File: src/rtl/mips_pkg.sv
// rtl/mips_pkg.sv - shared ALU control codes, aluop encodings and funct constants
package mips_pkg;

    localparam logic [3:0] ALU_ADD = 4'b0010;
    localparam logic [3:0] ALU_SUB = 4'b0110;
    localparam logic [3:0] ALU_SLT = 4'b0000;
    localparam logic [3:0] ALU_NOP = 4'b1111;  // ALU drives 0 for this code

    typedef enum logic [1:0] {
        ALUOP_ADD   = 2'b00,  // lw / sw address
        ALUOP_SUB   = 2'b01,  // beq compare
        ALUOP_RTYPE = 2'b10,  // decode from funct
        ALUOP_RSVD  = 2'b11   // unsupported
    } aluop_e;

    localparam logic [5:0] FUNCT_ADD = 6'h20;
    localparam logic [5:0] FUNCT_SUB = 6'h22;
    localparam logic [5:0] FUNCT_SLT = 6'h2A;

endpackage

File: src/rtl/alu_ctrl.sv
// rtl/alu_ctrl.sv - combinational aluop/funct to 4-bit ALU control code with illegal flag
// Ports: aluop_i, funct_i in; alu_ct_o (ALU code), illegal_o (unsupported encoding) out.
module alu_ctrl
    import mips_pkg::*;
(
    input  logic [1:0] aluop_i,
    input  logic [5:0] funct_i,
    output logic [3:0] alu_ct_o,
    output logic       illegal_o
);

    always_comb begin
        alu_ct_o  = ALU_NOP;
        illegal_o = 1'b0;
        case (aluop_i)
            ALUOP_ADD: alu_ct_o = ALU_ADD;
            ALUOP_SUB: alu_ct_o = ALU_SUB;
            ALUOP_RTYPE: begin
                case (funct_i)
                    FUNCT_ADD: alu_ct_o = ALU_ADD;
                    FUNCT_SUB: alu_ct_o = ALU_SUB;
                    FUNCT_SLT: alu_ct_o = ALU_SLT;
                    default:   illegal_o = 1'b1;
                endcase
            end
            default: illegal_o = 1'b1;
        endcase
    end

endmodule

File: src/rtl/id_ex_stage.sv
// rtl/id_ex_stage.sv - ID/EX pipeline register with ALU decode, operand forwarding and load-use detection
// Ports: clk, rst (sync active-low); stall/flush pipeline control; id_* decoded instruction;
// exmem_*/memwb_* later-stage writeback for forwarding; ex_* / alu_* registered EX outputs; hazard_stall.
module id_ex_stage
    import mips_pkg::*;
#(
    parameter int DW = 32,
    parameter int RW = 5
) (
    input  logic          clk,
    input  logic          rst,
    input  logic          stall,
    input  logic          flush,
    input  logic          id_valid,
    input  logic [1:0]    id_aluop,
    input  logic [5:0]    id_funct,
    input  logic [RW-1:0] id_rs,
    input  logic [RW-1:0] id_rt,
    input  logic [RW-1:0] id_rd,
    input  logic [DW-1:0] id_rs_data,
    input  logic [DW-1:0] id_rt_data,
    input  logic [DW-1:0] id_imm,
    input  logic          id_alusrc,
    input  logic          id_regdst,
    input  logic          id_regwrite,
    input  logic          id_memread,
    input  logic          id_memwrite,
    input  logic          id_memtoreg,
    input  logic          exmem_regwrite,
    input  logic          memwb_regwrite,
    input  logic [RW-1:0] exmem_rd,
    input  logic [RW-1:0] memwb_rd,
    input  logic [DW-1:0] exmem_res,
    input  logic [DW-1:0] memwb_data,
    output logic          ex_valid,
    output logic [3:0]    alu_ct,
    output logic [DW-1:0] alu_src1,
    output logic [DW-1:0] alu_src2,
    output logic [DW-1:0] ex_store_data,
    output logic [RW-1:0] ex_wr_reg,
    output logic          ex_regwrite,
    output logic          ex_memread,
    output logic          ex_memwrite,
    output logic          ex_memtoreg,
    output logic          ex_illegal,
    output logic          hazard_stall
);

    logic          valid_q,    valid_d;
    logic [3:0]    alu_ct_q,   alu_ct_d;
    logic          illegal_q,  illegal_d;
    logic [RW-1:0] rs_q,       rs_d;
    logic [RW-1:0] rt_q,       rt_d;
    logic [RW-1:0] wr_reg_q,   wr_reg_d;
    logic [DW-1:0] rs_data_q,  rs_data_d;
    logic [DW-1:0] rt_data_q,  rt_data_d;
    logic [DW-1:0] imm_q,      imm_d;
    logic          alusrc_q,   alusrc_d;
    logic          regwrite_q, regwrite_d;
    logic          memread_q,  memread_d;
    logic          memwrite_q, memwrite_d;
    logic          memtoreg_q, memtoreg_d;

    logic [3:0]    dec_ct;
    logic          dec_illegal;
    logic [DW-1:0] fwd_rs;
    logic [DW-1:0] fwd_rt;

    alu_ctrl u_alu_ctrl (
        .aluop_i   (id_aluop),
        .funct_i   (id_funct),
        .alu_ct_o  (dec_ct),
        .illegal_o (dec_illegal)
    );

    // A load in EX cannot supply its data until MEM/WB, so a dependent ID instruction must wait.
    assign hazard_stall = valid_q & memread_q & (wr_reg_q != '0)
                        & ((wr_reg_q == id_rs) | (wr_reg_q == id_rt)) & id_valid;

    // Register $0 is hardwired, so a write targeting it never forwards.
    function automatic logic [DW-1:0] forward(
        input logic [RW-1:0] src,
        input logic [DW-1:0] reg_data,
        input logic          em_we,
        input logic [RW-1:0] em_rd,
        input logic [DW-1:0] em_res,
        input logic          mw_we,
        input logic [RW-1:0] mw_rd,
        input logic [DW-1:0] mw_data
    );
        if (em_we && (em_rd == src) && (src != '0)) begin
            return em_res;
        end else if (mw_we && (mw_rd == src) && (src != '0)) begin
            return mw_data;
        end
        return reg_data;
    endfunction

    assign fwd_rs = forward(rs_q, rs_data_q, exmem_regwrite, exmem_rd, exmem_res,
                            memwb_regwrite, memwb_rd, memwb_data);
    assign fwd_rt = forward(rt_q, rt_data_q, exmem_regwrite, exmem_rd, exmem_res,
                            memwb_regwrite, memwb_rd, memwb_data);

    always_comb begin
        valid_d    = valid_q;
        alu_ct_d   = alu_ct_q;
        illegal_d  = illegal_q;
        rs_d       = rs_q;
        rt_d       = rt_q;
        wr_reg_d   = wr_reg_q;
        rs_data_d  = rs_data_q;
        rt_data_d  = rt_data_q;
        imm_d      = imm_q;
        alusrc_d   = alusrc_q;
        regwrite_d = regwrite_q;
        memread_d  = memread_q;
        memwrite_d = memwrite_q;
        memtoreg_d = memtoreg_q;
        // Flush beats stall; stall beats the load-use bubble so EX holds while downstream is blocked.
        if (flush || (!stall && hazard_stall)) begin
            valid_d    = 1'b0;
            alu_ct_d   = ALU_NOP;
            illegal_d  = 1'b0;
            rs_d       = '0;
            rt_d       = '0;
            wr_reg_d   = '0;
            rs_data_d  = '0;
            rt_data_d  = '0;
            imm_d      = '0;
            alusrc_d   = 1'b0;
            regwrite_d = 1'b0;
            memread_d  = 1'b0;
            memwrite_d = 1'b0;
            memtoreg_d = 1'b0;
        end else if (!stall) begin
            valid_d    = id_valid;
            alu_ct_d   = dec_ct;
            illegal_d  = dec_illegal;
            rs_d       = id_rs;
            rt_d       = id_rt;
            wr_reg_d   = id_regdst ? id_rd : id_rt;
            rs_data_d  = id_rs_data;
            rt_data_d  = id_rt_data;
            imm_d      = id_imm;
            alusrc_d   = id_alusrc;
            regwrite_d = id_regwrite;
            memread_d  = id_memread;
            memwrite_d = id_memwrite;
            memtoreg_d = id_memtoreg;
        end
    end

    always_ff @(posedge clk) begin
        if (!rst) begin
            valid_q    <= 1'b0;
            alu_ct_q   <= ALU_NOP;
            illegal_q  <= 1'b0;
            rs_q       <= '0;
            rt_q       <= '0;
            wr_reg_q   <= '0;
            rs_data_q  <= '0;
            rt_data_q  <= '0;
            imm_q      <= '0;
            alusrc_q   <= 1'b0;
            regwrite_q <= 1'b0;
            memread_q  <= 1'b0;
            memwrite_q <= 1'b0;
            memtoreg_q <= 1'b0;
        end else begin
            valid_q    <= valid_d;
            alu_ct_q   <= alu_ct_d;
            illegal_q  <= illegal_d;
            rs_q       <= rs_d;
            rt_q       <= rt_d;
            wr_reg_q   <= wr_reg_d;
            rs_data_q  <= rs_data_d;
            rt_data_q  <= rt_data_d;
            imm_q      <= imm_d;
            alusrc_q   <= alusrc_d;
            regwrite_q <= regwrite_d;
            memread_q  <= memread_d;
            memwrite_q <= memwrite_d;
            memtoreg_q <= memtoreg_d;
        end
    end

    assign ex_valid      = valid_q;
    assign alu_ct        = alu_ct_q;
    assign ex_illegal    = illegal_q;
    assign ex_wr_reg     = wr_reg_q;
    assign alu_src1      = fwd_rs;
    assign alu_src2      = alusrc_q ? imm_q : fwd_rt;
    assign ex_store_data = fwd_rt;
    assign ex_regwrite   = valid_q & regwrite_q;
    assign ex_memread    = valid_q & memread_q;
    assign ex_memwrite   = valid_q & memwrite_q;
    assign ex_memtoreg   = valid_q & memtoreg_q;

endmodule

File: config.mk
export PLATFORM = sky130hd
export DESIGN_NAME = id_ex_stage
export DESIGN_NICKNAME = d
export VERILOG_FILES = /design/src/rtl/mips_pkg.sv /design/src/rtl/alu_ctrl.sv /design/src/rtl/id_ex_stage.sv
export SDC_FILE = /design/constraint.sdc
export NUM_CORES = 1
export LEC_CHECK = 0
export ABC_AREA = 1
export CORE_UTILIZATION = 40
export CTS_BUF_LIST = sky130_fd_sc_hd__clkbuf_16
export CTS_CLUSTER_SIZE = 10
export DETAILED_ROUTE_END_ITERATION = 8
export HOLD_SLACK_MARGIN = 0.12
export PLACE_DENSITY = 0.74
export SLEW_MARGIN = 20
export SYNTH_ARGS = -nofsm -noshare
export SYNTH_HDL_FRONTEND = slang
export SYNTH_SLANG_ARGS = --single-unit
File: constraint.sdc
create_clock -name clk -period 1.8 [get_ports clk]
set_clock_uncertainty 0.05 [all_clocks]
set_input_delay 0.36 -clock clk [delete_from_list [all_inputs] [get_ports clk]]
set_output_delay 0.36 -clock clk [all_outputs]
set_load 0.05 [all_outputs]
# After elaboration in Yosys (flattened, before gate mapping)

Index checks and enable logic that the tools add are counted.

Register bits after elaboration: 122
Bits of input ports: 206
Output and inout bits: 112

Eq/ne operators: 11
Muxes and demuxes: 16
Bitwise logic cells: 9
Reduce and logical (&&, ||, !) cells: 18

Operator list:

| cell                                                 | number |
|---|---|
| 2-to-1 mux 32 bit                                    | 7 |
| equality test 5 bit                                  | 6 |
| case mux 4 bit (3 select lines)                      | 2 |
| equality test 6 bit (second input constant)          | 3 |
| nonzero test 5 bit                                   | 3 |
| logical AND 1 bit                                    | 9 |
| AND 1 bit                                            | 7 |
| 2-to-1 mux 1 bit                                     | 5 |
| 2-to-1 mux 5 bit                                     | 1 |
| OR reduction 2 bit                                   | 2 |
| OR reduction 3 bit                                   | 1 |
| equality test 2 x 1 -> 1 bit (second input constant) | 1 |
| equality test 2 bit (second input constant)          | 1 |
| zero test 2 bit                                      | 1 |
| case mux 1 bit (2 select lines)                      | 1 |
| zero test 1 bit                                      | 1 |
| logical OR 1 bit                                     | 1 |
| inverter 1 bit                                       | 1 |
| bitwise OR 1 bit                                     | 1 |

# Longest topological paths before layout

Depth in word-level cells: 7
Depth in mapped cells: 13
Mapped depth without buffers: 11

# Hierarchy

A second synthesis with hierarchy kept.

Cell total of the unflattened synthesis: 1151
Area, all modules: 7373.3 um2

Modules (own cells, without submodules):

| module      | times used | cells each | area each (um2) | seq. area each (um2) |
|---|---|---|---|---|
| id_ex_stage | 1          | 1128       | 7254.5          | 2442.3 |
| alu_ctrl    | 1          | 23         | 118.9           | 0.0 |

# Least setup slack after synthesis

No wires, ideal clock.

Path kind: reg2out
Start: register wr_reg_q[1], in the netlist ex_wr_reg[1]
End: output port hazard_stall
Data arrival time: 1.858 ns
Data required time: 1.390 ns
Slack: -0.468 ns
Stages on the path, launching flop included: 7
Buffers on the path: 0
Cell sequence: dfxtp_1 inv_2 nand2_1 nand2_1 a21oi_1 nand3_1 a21oi_1

Word-level cells in the longest chain between the ends: 4
Elaborated cells between the ends (all ways): 7
Those cells by class: eq/ne (2); bitwise (4); reduce/logical (1)

Ends and longest elaborated chain:

| element                                                          | line                                 | text |
|---|---|---|
| start, declared                                                  | id_ex_stage.sv:54                    | `logic [RW-1:0] wr_reg_q, wr_reg_d;` |
| start signal, assigned                                           | id_ex_stage.sv:175                   | `wr_reg_q <= wr_reg_d;` |
| equality test 5 bit / nonzero test 5 bit (equally long branches) | id_ex_stage.sv:78, id_ex_stage.sv:77 |  |
| bitwise OR 1 bit / AND 1 bit (equally long branches)             | id_ex_stage.sv:78, id_ex_stage.sv:77 |  |
| AND 1 bit * (2 in a row)                                         | id_ex_stage.sv:78                    | `& ((wr_reg_q == id_rs) \| (wr_reg_q == id_rt)) & id_valid;` |
| end, declared                                                    | id_ex_stage.sv:46                    | `output logic hazard_stall` |

Mark *: on every way between the ends. The rest lies on a longest branch, timed or not.

# Worst setup path after layout

Start: register rs_q[2]
End: output port alu_src1[9]

Word-level cells in the longest chain between the ends: 6
Elaborated cells between the ends (all ways): 11
Those cells by class: eq/ne (2); mux (4); reduce/logical (5)

Ends and longest elaborated chain:

| element                        | line               | text |
|---|---|---|
| start, declared                | id_ex_stage.sv:52  | `logic [RW-1:0] rs_q, rs_d;` |
| start signal, assigned         | id_ex_stage.sv:173 | `rs_q <= rs_d;` |
| equality test 5 bit            | id_ex_stage.sv:93  | `end else if (mw_we && (mw_rd == src) && (src != '0)) begin` |
| logical AND 1 bit (2 in a row) | id_ex_stage.sv:93  |  |
| 2-to-1 mux 1 bit               | id_ex_stage.sv:93  |  |
| 2-to-1 mux 1 bit               | id_ex_stage.sv:91  | `if (em_we && (em_rd == src) && (src != '0)) begin` |
| 2-to-1 mux 32 bit *            | id_ex_stage.sv:96  | `return reg_data;` |
| end, declared                  | id_ex_stage.sv:37  | `output logic [DW-1:0] alu_src1,` |

Marked as above.

==> summary.md <==
| Metric | Value |
|---|---|
| Status | `complete, but fails checks` |
| Failing checks | `setup timing` |
| Total track usage | `a little under two fifths` |
| Register area share after synthesis | `33.1%` |
| Initial core utilization | `about two fifths` |
| Crit-path cells | `inv_2 -> nand2_2 -> nand4_1 -> nor3_4 -> buf_6 -> buf_8 -> buf_16 -> nand3_1 -> nand2_2 -> nand2_4 -> nand2_4 -> buf_12` |
| Synth Register Bits | `approximately 120` |
| Chip Height | `roughly 140 um` |
| Max FO, Critical Path | `10` |
| Top-count cell post-synth | `nand2_1` |
| Worst hold slack | `0.331 ns` |
| Die area | `about 19000 um2` |
| Peak VDD IR | `a little over 0.7 mV` |
| RSZ-0062 raised after global routing | `true` |
| Cell variety after synth | `31` |
| Dpl hpwl | `approximately 22000 um` |
| Async SR Flop Fraction | `0%` |
| Synthesized net count | `1327` |
| CTS Hold Buffers Added | `0` |
| Antenna viol nets, final | `0` |
| Dpl cell area | `approximately 13000 um2` |
| DR iter-0 viols | `approximately 1400` |
| Die Wd | `137 um` |
| Post-layout util | `92.1%` |
| Final hold vios | `0` |
| Routability cong. | `0.953` |
| Max_slew headroom | `between 30% and 40%` |
| CTS buffer count | `17` |
| TritonCTS clock tree | `yes` |
| Final critical-path share of the clock period | `169%` |
| Fillers | `approximately 620` |
| Top delay family on crit path | `simple AND/OR/NAND/NOR gates` |
| Nets | `approximately 1700` |
| Crit path kind | `flop to output port` |
| Ports | `about 320` |
| Htree depth | `4` |
| Post-synth top area cell | `dfxtp_1` |
| Vias post-DR | `11036` |
| Fin. max-slew vios | `0` |
| Synth top area cells | `dfxtp_1, nand2_1, nand3_1` |
| Crit path DAT | `between 2 and 3 ns` |
| Worst Hold Class | `input pin to flop` |
| Clk pin slew, worst setup/hold paths | `~0.070 ns` |
| Final instance area | `~17000 um2` |
| Average footprint of a synthesized cell | `between 6 and 7 um2` |
| Minimum clock period | `between 3 and 4 ns` |
| Root Driver | `clkbuf_16` |
| Placed cells | `1669` |
| TritonRoute pass-1 iters | `6` |
| Wire length per cell | `~29 um` |
| Pin count of the biggest net entering global routing | `98` |
| Synth Flop Type | `dfxtp_1` |
| WP data required | `about 1.4 ns` |
| Clk Latency, worst-skew pair | `around 0.45 ns` |
| Worst Tran Pin Value | `0.953 ns` |
| Worst setup SP type | `flop` |
| Instance count of the mapped netlist | `1121` |
| Number of flops mapped to enable cells by yosys | `0` |
| Most common library cells after synthesis | `nand2_1, nand3_1, nor2_1, dfxtp_1, mux2i_1` |
| DRC Markers | `0` |
| Grt ovf | `0` |
| Routed wire length | `slightly above 50000 um` |
| Clock sink count | `121` |
| Area of the multi-input gates | `7010 um2` |
| Setup TNS | `-111.22 ns` |
| YS warnings | `0` |
| Max incr delay on CP | `around 0.37 ns` |
| Setup Viol. Count Final | `218` |
| Max Cap Viol | `0` |
| Top flop regs | `imm_q x32, rs_data_q x32, rt_data_q x32` |
| Fmax | `~330 MHz` |
| PortBufs | `between 300 and 400` |
| Crit. End Element | `output port` |
| Post-route worst setup slack | `-1.25 ns` |
| Initial antenna violation count | `3` |
| Clk buf depth | `2` |
| Register area | `about 2400 um2` |
| Layout area overhead | `126%` |
| Site row count | `49` |
| Vias in the first global route | `~9600` |
| Fraction of layout cells with a size suffix above 1 | `between 40 and 50%` |
| Final non-filler cell total | `around 1800` |
| Global-route wire length before repair | `between 50000 and 60000 um` |
| Core area | `between 15000 and 20000 um2` |
| Post-Syn Area | `around 7300 um2` |
| Yosys top cell area share | `approximately a third` |
| Vias per inst | `~6.2` |
| Pwr per Cell Area | `around 590 nW/um2` |
| Crit path max-delay cell type | `dfxtp_2` |
| P_leak | `~0.0073 uW` |
| Crit path buffers/inverters | `5` |
## report_power, final
group          internal, uW  leakage [uW]  switching [uW]
logic                  1460       0.00599            1820
clock network          2150      0.000278            1450
registers              2780      0.000995            69.1
total                  6380       0.00727            3350
## layout make-up
class                      instances  area share, %
multi-input combinational        857           42.4
timing repair buffer             457           36.0
sequential                       121           14.8
clock buffer                      17           2.57
tap                              229           1.73
inverter                          69           1.58
clock inverter                    15          0.975
antenna                            2         0.0302
## worst min-delay path, delay by kind of cell
family / cells / cell delay (ns)
AOI/OAI and AO/OA: 1 / 0.10
buffers and inverters: 1 / 0.25
and+or+nand+nor: 1 / 0.09
## repair_timing
item                                    in CTS  in global routing
cloned                                      12                 28
pin swaps                                   85                118
endpoints found under the setup margin     101                213
setup buffers                               18                  9
resized for setup                          314                254
## logic make-up (layout without fill, tap and decap cells)
family	after synthesis	after routing	synth area share, %
compound gates	65	65	4.74
flops	121	121	33.1
buf+inv	146	558	9.37
xor+xnor	13	13	1.56
mux	72	72	9.89
other cells	0	2	0
simple gates	704	707	41.3
## placed cells by master, fill, tap and decap left out, drive strengths merged, types with 3 or more instances in the layout
cell	instances
a21oi	3
and2	32
buf	234
bufinv	3
clkbuf	35
clkdlybuf4s50	190
clkinv	5
clkinvlp	5
dfxtp	121
dlygate4sd2	13
inv	71
mux2i	70
nand2	326
nand3	205
nor2	137
nor3	4
o21ai	54
xnor2	3
xor2	10
## per-stage QoR
stage	setup slack, ns	total power [uW]
2_1_floorplan	-0.0904	4190
3_3_place_gp	-0.842	5230
3_5_place_dp	-0.885	5260
6_report	-1.25	9730
4_1_cts	-0.860	9000
5_1_grt	-1.22	9940
## per-layer routing
| layer | track usage (%) | wire [um] |
|---|---|---|
| met1 | 38.0 | 15300 |
| met2 | 65.2 | 22200 |
| met3 | 13.1 | 7690 |
| met4 | 23.4 | 5000 |
| met5 | 0 | 221 |
## worst paths after layout
kind / from / end / slack (ns) / cells after the start
hold reg to reg: alu_ct[1] / alu_ct[1] / 0.44 / 2
setup reg to reg: ex_wr_reg[3] / rt_data_q[11] / -0.21 / 10
setup / recovery: rs_q[2] / alu_src1[9] / -1.25 / 12
hold / removal: id_rs[3] / rs_q[3] / 0.33 / 3
Power figures use the tool's default switching activity.
